[config.mk]
export PLATFORM = sky130hd
export DESIGN_NAME = divider_25_9_seq
export DESIGN_NICKNAME = d
export VERILOG_FILES = /design/src/rtl/divider_25_9_seq_pkg.sv /design/src/rtl/divider_25_9_seq_cond_subtractor.sv /design/src/rtl/divider_25_9_seq.sv
export SDC_FILE = /design/constraint.sdc
export NUM_CORES = 1
export LEC_CHECK = 0
export CORE_ASPECT_RATIO = 1.25
export CORE_UTILIZATION = 30
export CTS_CLUSTER_SIZE = 30
export DETAILED_ROUTE_END_ITERATION = 12
export PLACE_DENSITY = 0.57
export SLEW_MARGIN = 0
export SYNTH_ARGS = -nofsm -noshare
export SYNTH_HDL_FRONTEND = slang
export SYNTH_SLANG_ARGS = --single-unit
[constraint.sdc]
create_clock -name clk -period 2.22 [get_ports clk]
set_input_delay 0.222 -clock clk [delete_from_list [all_inputs] [get_ports clk]]
set_output_delay 0.222 -clock clk [all_outputs]
set_load 0.01 [all_outputs]
[src/rtl/divider_25_9_seq_pkg.sv]
// rtl/divider_25_9_seq_pkg.sv - shared widths and FSM state encoding for the 25/9 sequential divider
package divider_25_9_seq_pkg;

    localparam int DIVIDEND_W = 25;
    localparam int DIVISOR_W  = 9;
    localparam int QUOTIENT_W = 16;
    localparam int ITER_W     = 4;

    typedef enum logic [1:0] {
        S_IDLE = 2'd0,
        S_CALC = 2'd1,
        S_DONE = 2'd2
    } state_t;

endpackage

[src/rtl/divider_25_9_seq_cond_subtractor.sv]
// rtl/divider_25_9_seq_cond_subtractor.sv - one restoring-division step: conditional subtract of divisor from 10-bit trial value
module cond_subtractor
    import divider_25_9_seq_pkg::*;
(
    input  logic [DIVISOR_W:0]   t,
    input  logic [DIVISOR_W-1:0] divisor,
    output logic [DIVISOR_W-1:0] r_next,
    output logic                 qbit
);

    logic [DIVISOR_W:0] diff;

    always_comb begin
        diff   = t - {1'b0, divisor};
        qbit   = (t >= {1'b0, divisor});
        // The partial remainder is always below the divisor, so 9 bits hold it.
        r_next = qbit ? diff[DIVISOR_W-1:0] : t[DIVISOR_W-1:0];
    end

endmodule

[src/rtl/divider_25_9_seq.sv]
// rtl/divider_25_9_seq.sv - sequential restoring divider, 25-bit dividend by 9-bit divisor, 16-bit quotient
module divider_25_9_seq
    import divider_25_9_seq_pkg::*;
(
    input  logic                  clk,
    input  logic                  rst_n,
    input  logic                  in_valid,
    output logic                  in_ready,
    input  logic [DIVIDEND_W-1:0] dividend,
    input  logic [DIVISOR_W-1:0]  divisor,
    output logic                  out_valid,
    input  logic                  out_ready,
    output logic [QUOTIENT_W-1:0] quotient,
    output logic [DIVISOR_W-1:0]  remainder,
    output logic                  div_by_zero,
    output logic                  overflow
);

    state_t                state;
    logic [DIVISOR_W-1:0]  r;
    logic [QUOTIENT_W-1:0] q;
    logic [DIVISOR_W-1:0]  dvs;
    logic [ITER_W-1:0]     cnt;

    logic [DIVISOR_W:0]    t;
    logic [DIVISOR_W-1:0]  r_next;
    logic                  qbit;

    assign t = {r, q[QUOTIENT_W-1]};

    cond_subtractor u_cond_subtractor (
        .t       (t),
        .divisor (dvs),
        .r_next  (r_next),
        .qbit    (qbit)
    );

    always_ff @(posedge clk or negedge rst_n) begin
        if (!rst_n) begin
            state       <= S_IDLE;
            in_ready    <= 1'b1;
            out_valid   <= 1'b0;
            r           <= '0;
            q           <= '0;
            dvs         <= '0;
            cnt         <= '0;
            quotient    <= '0;
            remainder   <= '0;
            div_by_zero <= 1'b0;
            overflow    <= 1'b0;
        end else begin
            case (state)
                S_IDLE: begin
                    if (in_valid) begin
                        dvs      <= divisor;
                        in_ready <= 1'b0;
                        if (divisor == '0) begin
                            state       <= S_DONE;
                            out_valid   <= 1'b1;
                            div_by_zero <= 1'b1;
                            overflow    <= 1'b0;
                            quotient    <= '1;
                            remainder   <= '0;
                        end else if (dividend[DIVIDEND_W-1:QUOTIENT_W] >= divisor) begin
                            // Quotient would need more than 16 bits.
                            state       <= S_DONE;
                            out_valid   <= 1'b1;
                            div_by_zero <= 1'b0;
                            overflow    <= 1'b1;
                            quotient    <= '1;
                            remainder   <= '0;
                        end else begin
                            state <= S_CALC;
                            r     <= dividend[DIVIDEND_W-1:QUOTIENT_W];
                            q     <= dividend[QUOTIENT_W-1:0];
                            cnt   <= '0;
                        end
                    end
                end
                S_CALC: begin
                    r   <= r_next;
                    q   <= {q[QUOTIENT_W-2:0], qbit};
                    cnt <= cnt + 4'd1;
                    if (cnt == 4'd15) begin
                        state       <= S_DONE;
                        out_valid   <= 1'b1;
                        quotient    <= {q[QUOTIENT_W-2:0], qbit};
                        remainder   <= r_next;
                        div_by_zero <= 1'b0;
                        overflow    <= 1'b0;
                    end
                end
                S_DONE: begin
                    if (out_ready) begin
                        state     <= S_IDLE;
                        out_valid <= 1'b0;
                        in_ready  <= 1'b1;
                    end
                end
                default: begin
                    state     <= S_IDLE;
                    in_ready  <= 1'b1;
                    out_valid <= 1'b0;
                end
            endcase
        end
    end

endmodule

==> reports/qor.yml, run 1 <==
outcome:
  outcome: "complete, but fails checks"
  violations: "negative setup slack"
place:
  port_buffers: 66
  place_congestion: 0.8491
  post-dp-hpwl_microns: 7656
  placedCellCount: 675
  post-place-ws_ns: -0.4324
cells_and_area:
  fillerInstances: 1184
  nNetsFinal: 588
  finalNonFillerCells: 699
  antennaDiodeCount: 0
  layout-drive-gt1-share_pct: 23.18
  syn2layout_area_growth_pct: 48.56
timing:
  final-setup-viol-count: 14
  setup_slack_ns: -0.08189
  grt_setup_unrepaired: "true"
  timing.final.crit_share_pct: 103.7
  slew_headroom_pct: 74.07
  maxSlewViolCount: 0
  timing.fmax_mhz: 434.4
  tightest_slew_ns: 0.3854
  period_needed_ns: 2.302
  hold_viol: 0
  finClkSkew_ns: 0.007400
clocking:
  cts_tree: "yes"
  cts.sink_count: 69
  cts-root-buf: "clkbuf_16"
  worstSkewPairLatency_ns: 0.33
  cts-buffers-inserted: 9
  htreeDepth: 3
  clkTransAtPathRegs_ns: 0.06
  cts_max_path_buffers: 2
worst_setup_path:
  critPathKind: "flop to flop"
  r2r_slack_ns: -0.08
  cp_num_cells: 11
  cp_slowest_cell: "dfrtp_1"
  arrival_ns: 2.51
  critical_path.cell_chain: "inv_2, ha_4, inv_2, fa_2, a211oi_4, o21ai_2, a21oi_4, buf_6, mux2i_4, buf_6, o31ai_4"
  timing.rr.start: "q[15]"
  max_stage_delay_ns: 0.39
  cp-start-kind: "flop"
  worstSetupEndpointType: "flop"
  crit_buf_inv: 4
  critPathMaxFanout: 6
  r2r-end: "remainder[1]"
  cp.required_ns: 2.43
  reg2reg_depth: 11
  crit_family: "compound AO/OA/AOI/OAI gates"
power_and_ir_drop:
  powerDensity_mw_per_mm2: 1758
  peakVddDrop_mv: 0.6200
  power.leakage_nw: 2.522
  total_power_w: 0.009847
routing:
  wl_per_cell_microns: 15.04
  wl_microns: 10520
  first_iter_violations: 153
  drt_pre_antenna_iters: 4
  route.vias.total: 3420
  vias_per_cell: 4.893
  drc: 0
  ant_nets: 0
synth:
  synth_cell_types: 56
  synth_commonest_cells: "97 x nand2_1, 68 x dfrtp_1, 37 x o21ai_0, 28 x nor2_1, 22 x inv_1"
  async_flop_share_pct: 100.0
  syn_area_per_cell_sq_um: 9.040
  syn-num-nets: 475
  ys_seq_elements: 69
  yosysTopAreaCell: "dfrtp_1"
  synth_area_sq_mm: 0.003770
  synth_edf_count: 0
  synthCells: 417
  yosysMostFrequentCell: "nand2_1"
  yosys_warnings: 0
  ys_seq_area_share_pct: 45.83
  yosys-top-cells-area: "dfrtp_1 45%, nand2_1 9.7%, ha_1 6.3%"
  ys.flop_type: "dfrtp_1"
  synth_top_area_share_pct: 45.14
global_routing:
  track_usage_pct: 16.50
  antenna_found_initial: 0
  grt_pass1_wl_microns: 16480
  grt_pass1_vias: 3422
  grt.overflow.total: 0
  grt_max_degree: 70
floorplanning:
  die_area_sq_mm: 0.01302
  core_area_sq_mm: 0.01222
  die_h_microns: 127.3
  pin_count: 67
  start_util_pct: 30.86
  die_w_microns: 102.3
  rows: 45
hold_path:
  min_from: "divisor[6]"
  min_to: "dvs[6]"
  min_path_type: "input port to flop"
  min_path_cells: 3
flow_run:
  max_cap_violations: 0
==> cell type report <==
cell class / count / area [sq um] / share of cell area [%]
tap: 164 / 205.2 / 3.664
multi-input combinational: 302 / 2002 / 35.75
inverter: 22 / 82.58 / 1.475
sequential: 69 / 1728 / 30.85
clock inverter: 5 / 106.4 / 1.899
timing repair buffer: 126 / 1224 / 21.85
clock buffer: 11 / 252.7 / 4.513
==> worst register-to-register path, stage by stage (launching register included) <==
cell      delay (ns)
dfrtp_1         0.39
inv_2           0.08
ha_4            0.13
inv_2           0.04
fa_2            0.38
a211oi_4        0.24
o21ai_2         0.11
a21oi_4         0.20
buf_6           0.17
mux2i_4         0.25
buf_6           0.14
o31ai_4         0.05
==> power breakdown <==
group,switching [W],internal [W]
clock,0.000547,0.00116
sequential,0.000427,0.00192
combinational,0.00296,0.00283
==> how the worst max path moves through the flow <==
stage / slack [ns] / from / endpoint
3_5_place_dp: -0.43 / divisor[2] / r[0]
5_1_grt: -0.18 / q[15] / q[0]
2_1_floorplan: -0.04 / q[15] / r[1]
4_1_cts: -0.08 / q[15] / remainder[1]
3_3_place_gp: -0.25 / divisor[2] / r[2]
6_report: -0.08 / q[15] / remainder[1]
==> placed cells by master (no fill, tap or decap), types with 3 or more instances in the layout <==
cell	instances
nand2_1	95
dfrtp_1	68
clkdlybuf4s50_1	58
buf_4	48
o21ai_0	32
nor2_1	28
inv_1	17
a31oi_1	17
ha_1	14
nand3_1	13
a21oi_1	11
clkbuf_16	11
dlymetal6s2s_1	7
nand4_1	6
o21ai_1	6
inv_2	5
ha_4	5
a21o_1	4
nor3_1	4
xnor2_1	4
buf_6	4
buf_12	4
a41o_1	3
o21ai_2	3
and2_1	3
bufinv_16	3
==> metrics by stage <==
| stage | hold WS, ns | setup TNS, ns | cell area [sq um] | util, % |
|---|---|---|---|---|
| floorplan | -0.07359 | -0.04885 | 3776 | - |
| global placement | 0.2802 | -11.08 | 4915 | 40.23 |
| detailed placement | 0.2807 | -14.52 | 4915 | 40.23 |
| CTS | 0.4564 | -0.6460 | 5390 | 44.12 |
| global route | 0.2277 | -2.607 | 5600 | 45.84 |
| finish | 0.1960 | -0.4668 | 5600 | 45.84 |
==> logic make-up after synthesis <==
logic type | after synthesis | synth area share, %
XOR/XNOR | 5 | 1.162
AND/OR/NAND/NOR | 168 | 19.08
adder cells (fa/ha/maj) | 20 | 6.837
AO/OA/AOI/OAI | 107 | 19.88
multiplexers | 2 | 0.5642
buffers and inverters | 46 | 6.638
flip-flops | 69 | 45.83
==> per-layer routing <==
layer / track usage, % / up-vias / wire length (microns)
li1: - / 1676 / -
met1: 18.96 / 1646 / 4398
met2: 29.61 / 76 / 5435
met3: 3.556 / 22 / 380
met4: 5.966 / 0 / 303
met5: 0 / - / 0
==> flip-flops by register name, summed over array words and instances (netlist names) <==
| name | count |
|---|---|
| cnt | 4 |
| div_by_zero | 1 |
| dvs | 9 |
| in_ready | 1 |
| out_valid | 1 |
| overflow | 1 |
| q | 16 |
| quotient | 16 |
| r | 9 |
| remainder | 9 |
| state | 2 |
==> what timing repair did <==
item / CTS / global route
resized for setup: 22 / 31
hold buffers: 1 / 0
pin swaps: 12 / 10
setup endpoints to repair: 19 / 49
gates cloned: 0 / 3
endpoints found under the hold margin: 68 / 0
setup buffers: 4 / 0
Power figures use the tool's default switching activity.
==> run 2: changes to the inputs <==
Settings changed: ABC_AREA from default to 1, CELL_PAD_IN_SITES_DETAIL_PLACEMENT from default to 1, CELL_PAD_IN_SITES_GLOBAL_PLACEMENT from default to 1, CTS_CLUSTER_DIAMETER from default to 200, PLACE_DENSITY 0.57 to 0.72.
==> run 2 against run 1 <==
The flow now finishes without violations. Register-to-register slack better by 0.23 ns. Non-clock buffer count down 28. Worst hold slack better by 0.26 ns. Clock skew down 0.0016 ns. Die area up 8.8%. Utilization down 5.0 points. Worst setup slack better by 0.23 ns. Final area down 3.2%. First-iteration DRC count down 0.65%. Combinational power down 9.2%. Fmax up 11%. Synthesized cell count up 36%.
==> reports/qor.yml, run 2 <==
hold_path:
  min_path_type: "input port to async pin"
routing:
  first_iter_violations: 152  # -0.65%
  ant_nets: 0  # unchanged
  vias_per_cell: 4.761  # -2.7%
  route.vias.total: 3937  # +15%
  drc: 0  # unchanged
  drt_pre_antenna_iters: 4  # unchanged
  wl_per_cell_microns: 15.10  # +0.39%
  wl_microns: 12490  # +19%
power_and_ir_drop:
  clockPowerShare_pct: 14.4  # -2.9 points
  powerDensity_mw_per_mm2: 1624  # -7.6%
  p_sw_w: 0.004090  # +3.9%
  switching_share_pct: 46.45  # +6.5 points
  seqPwrFrac_pct: 25.9  # +2.1 points
  power.leakage_nw: 2.847  # +13%
  p_int_w: 0.004716  # -20%
  peakVddDrop_mv: 0.5474  # -12%
  power_frac_comb_pct: 59.7  # +0.9 points
cells_and_area:
  finalNonFillerCells: 827  # +18%
  top_regs: "q (16), quotient (16)"
  final_cell_mix: "223 x nand2_1, 68 x dfrtp_1, 65 x nor2_1, 65 x clkdlybuf4s50_1, 45 x inv_1"
  final_area_sq_mm: 0.005423  # -3.2%
  multi_input_area_sq_mm: 0.002076  # +3.7%
  regArea_sq_mm: 0.001728  # unchanged
  syn2layout_area_growth_pct: 31.97
  fin_util_pct: 40.80  # -5.0 points
  final_common_cell: "nand2_1"
  fillerInstances: 1680  # +42%
  antennaDiodeCount: 0  # unchanged
  nNetsFinal: 710  # +21%
  layout-drive-gt1-share_pct: 9.909  # -13 points
place:
  post-dp-hpwl_microns: 9148  # +19%
  post-place-ws_ns: -0.06020  # +0.3721 ns
  placedCellCount: 810  # +20%
  port_buffers: 66  # unchanged
  place_area_sq_mm: 0.005116  # +4.1%
  place_congestion: 0.8421  # -0.82%
global_routing:
  grt_max_degree: 70  # unchanged
  grt_pass1_vias: 4297  # +26%
  antenna_found_initial: 0  # unchanged
  grt_pass1_wl_microns: 20940  # +27%
  track_usage_pct: 18.63  # +2.1 points
  grt.overflow.total: 0  # unchanged
worst_setup_path:
  worstSetupEndpointType: "flop"
  critPathMaxFanout: 3  # -3
  arrival_ns: 2.29  # -0.22 ns
  cp.required_ns: 2.44  # about the same
  cp-start-kind: "flop"
  critPathKind: "flop to flop"
clocking:
  cts_tree: "yes"
  htreeDepth: 3  # unchanged
  cts-buffers-inserted: 9  # unchanged
  cts.sink_count: 69  # unchanged
  post_cts_buffers: 0  # -4
  clkTransAtPathRegs_ns: 0.06  # about the same
  worstSkewPairLatency_ns: 0.33  # about the same
  cts_max_path_buffers: 2  # unchanged
  cts-root-buf: "clkbuf_16"
synth:
  yosys_warnings: 0  # unchanged
  syn-num-nets: 625  # +32%
  muxShareOfSynthArea_pct: 0  # -0.56 points
  ys_seq_elements: 69  # unchanged
  synth_top_area_share_pct: 41.41  # -3.7 points
  synth_commonest_cells: "225 x nand2_1, 68 x dfrtp_1, 65 x nor2_1, 45 x inv_1, 45 x nand3_1"
  synth-adder-area-share_pct: 6.273  # -0.56 points
  yosys-top-cells-area: "dfrtp_1 41%, nand2_1 21%, nor2_1 5.9%"
  syn_area_per_cell_sq_um: 7.247  # -20%
  ys_seq_area_share_pct: 42.05  # -3.8 points
  synth_cell_types: 31  # -45%
  synthSimpleGateAreaFrac_pct: 39.49  # +20 points
  synth_compound_area_share_pct: 3.410  # -16 points
  yosysTopAreaCell: "dfrtp_1"
  ys.flop_type: "dfrtp_1"
  synth_xor_area_share_pct: 0.6395  # -0.52 points
  synth_edf_count: 0  # unchanged
  synthCells: 567  # +36%
  synth_top_family_by_area: "simple AND/OR/NAND/NOR gates"
  yosysMostFrequentCell: "nand2_1"
  synth_area_sq_mm: 0.004109  # +9.0%
  async_flop_share_pct: 100.0  # unchanged
floorplanning:
  rows: 47  # +4.4%
  core_area_sq_mm: 0.01329  # +8.8%
  start_util_pct: 30.92  # +0.062 points
  die_area_sq_mm: 0.01417  # +8.8%
  die_h_microns: 132.8  # +4.3%
  die_w_microns: 106.7  # +4.3%
  pin_count: 67  # unchanged
timing:
  slew_headroom_pct: 71.26  # -2.8 points
  setup_slack_ns: 0.1506  # +0.2325 ns
  timing.final.crit_share_pct: 93.22  # -10 points
  period_needed_ns: 2.069  # -0.2325 ns
  finClkSkew_ns: 0.005822  # -0.001578 ns
  timing.fmax_mhz: 483.2  # +11%
  final-setup-viol-count: 0  # -14
  hold_viol: 0  # unchanged
  tightest_slew_ns: 0.4310  # +0.04567 ns
  maxSlewViolCount: 0  # unchanged
flow_run:
  max_cap_violations: 0  # unchanged
outcome:
  outcome: "finished clean"
-- run 2: changes by cell type after synthesis, moves of 5 or more --
cell / previous run / this run
nand2_1: 97 / 225
a31oi_1: 20 / 1
nor2_1: 28 / 65
o21ai_0: 37 / 10
buf_2: 5 / 12
buf_6: 9 / 4
inv_1: 22 / 45
clkbuf_1: 9 / 4
nand4_1: 6 / 14
nand3b_1: 1 / 16
nand3_1: 14 / 45
-- run 2: metal layers --
layer  vias to the layer above  track usage, %  share of wire [%]  routed length, microns
li1                       1958               -                  -                       -
met1                      1880           22.60                 44                    5522
met2                        79           32.72                 50                    6188
met3                        20           2.808                3.5                     440
met4                         0           7.382                2.7                     339
met5                         -               0                  0                       0
-- run 2: repair_timing --
item                                    in CTS  in global routing
endpoints found under the setup margin       0                 17
resized for setup                            0                  8
hold buffers                                 1                  0
endpoints found under the hold margin       68                  0
-- run 2: area by class of cell --
cell class	count	area share [%]
timing repair buffer	98	17.74
clock buffer	11	4.292
clock inverter	4	0.4845
inverter	49	3.392
multi-input combinational	425	38.28
tap	171	3.946
sequential	69	31.86
-- run 2: through the flow --
stage	TNS [ns]	hold WS (ns)	power (W)
2_1_floorplan	0	-0.07359	0.005612
3_3_place_gp	0	0.2801	0.007287
3_5_place_dp	-1.668	0.2846	0.007468
4_1_cts	0	0.4747	0.008807
5_1_grt	-0.002930	0.4812	0.009633
6_report	0	0.4536	0.008806
-- run 2: power groups by stage --
stage | Combinational [W] | Sequential, W | Clock (W)
2_1_floorplan | 0.00331 | 0.00230 | 0
3_3_place_gp | 0.00501 | 0.00227 | 0
3_5_place_dp | 0.00518 | 0.00229 | 0
4_1_cts | 0.00522 | 0.00228 | 0.00130
5_1_grt | 0.00592 | 0.00236 | 0.00136
6_report | 0.00526 | 0.00228 | 0.00127
-- run 2: cell families (layout without fill, tap and decap cells) --
group	Yosys count	count (layout)
flops	69	69
simple gates	377	377
compound gates	25	25
xor+xnor	3	3
fa+ha+maj	20	20
buf+inv	73	162
-- run 2: critical path: stages, from the launching register on --
cell and delay, ns:
dfrtp_1 0.40, inv_1 0.07, ha_1 0.14, inv_1 0.08, fa_1 0.39, buf_4 0.15, nand3_1 0.08, nand3_2 0.10
nand2_2 0.09, nand2_1 0.06, nand2_1 0.07, nand2_1 0.05, nand3_1 0.08, nand3_1 0.09, nand2_1 0.07, nand2_1 0.04
-- run 2: worst paths after layout --
check                                   from      endpoint  slack, ns  cells after the start
worst max-delay path                   q[15]          r[8]       0.15                     15
worst min-delay path                   rst_n  quotient[13]       0.45                      3
worst max register to register         q[15]          r[8]       0.15                     15
worst min register to register  quotient[10]  quotient[10]       0.47                      2
max in group asynchronous              rst_n      in_ready       1.42                      3
min in group clk                quotient[10]  quotient[10]       0.47                      2
==> run 3: changes to the inputs <==
Settings changed: GPL_ROUTABILITY_DRIVEN from default to 1.
==> results of run 3 <==
Final layout, timing and power as in run 2 (identical DEF).
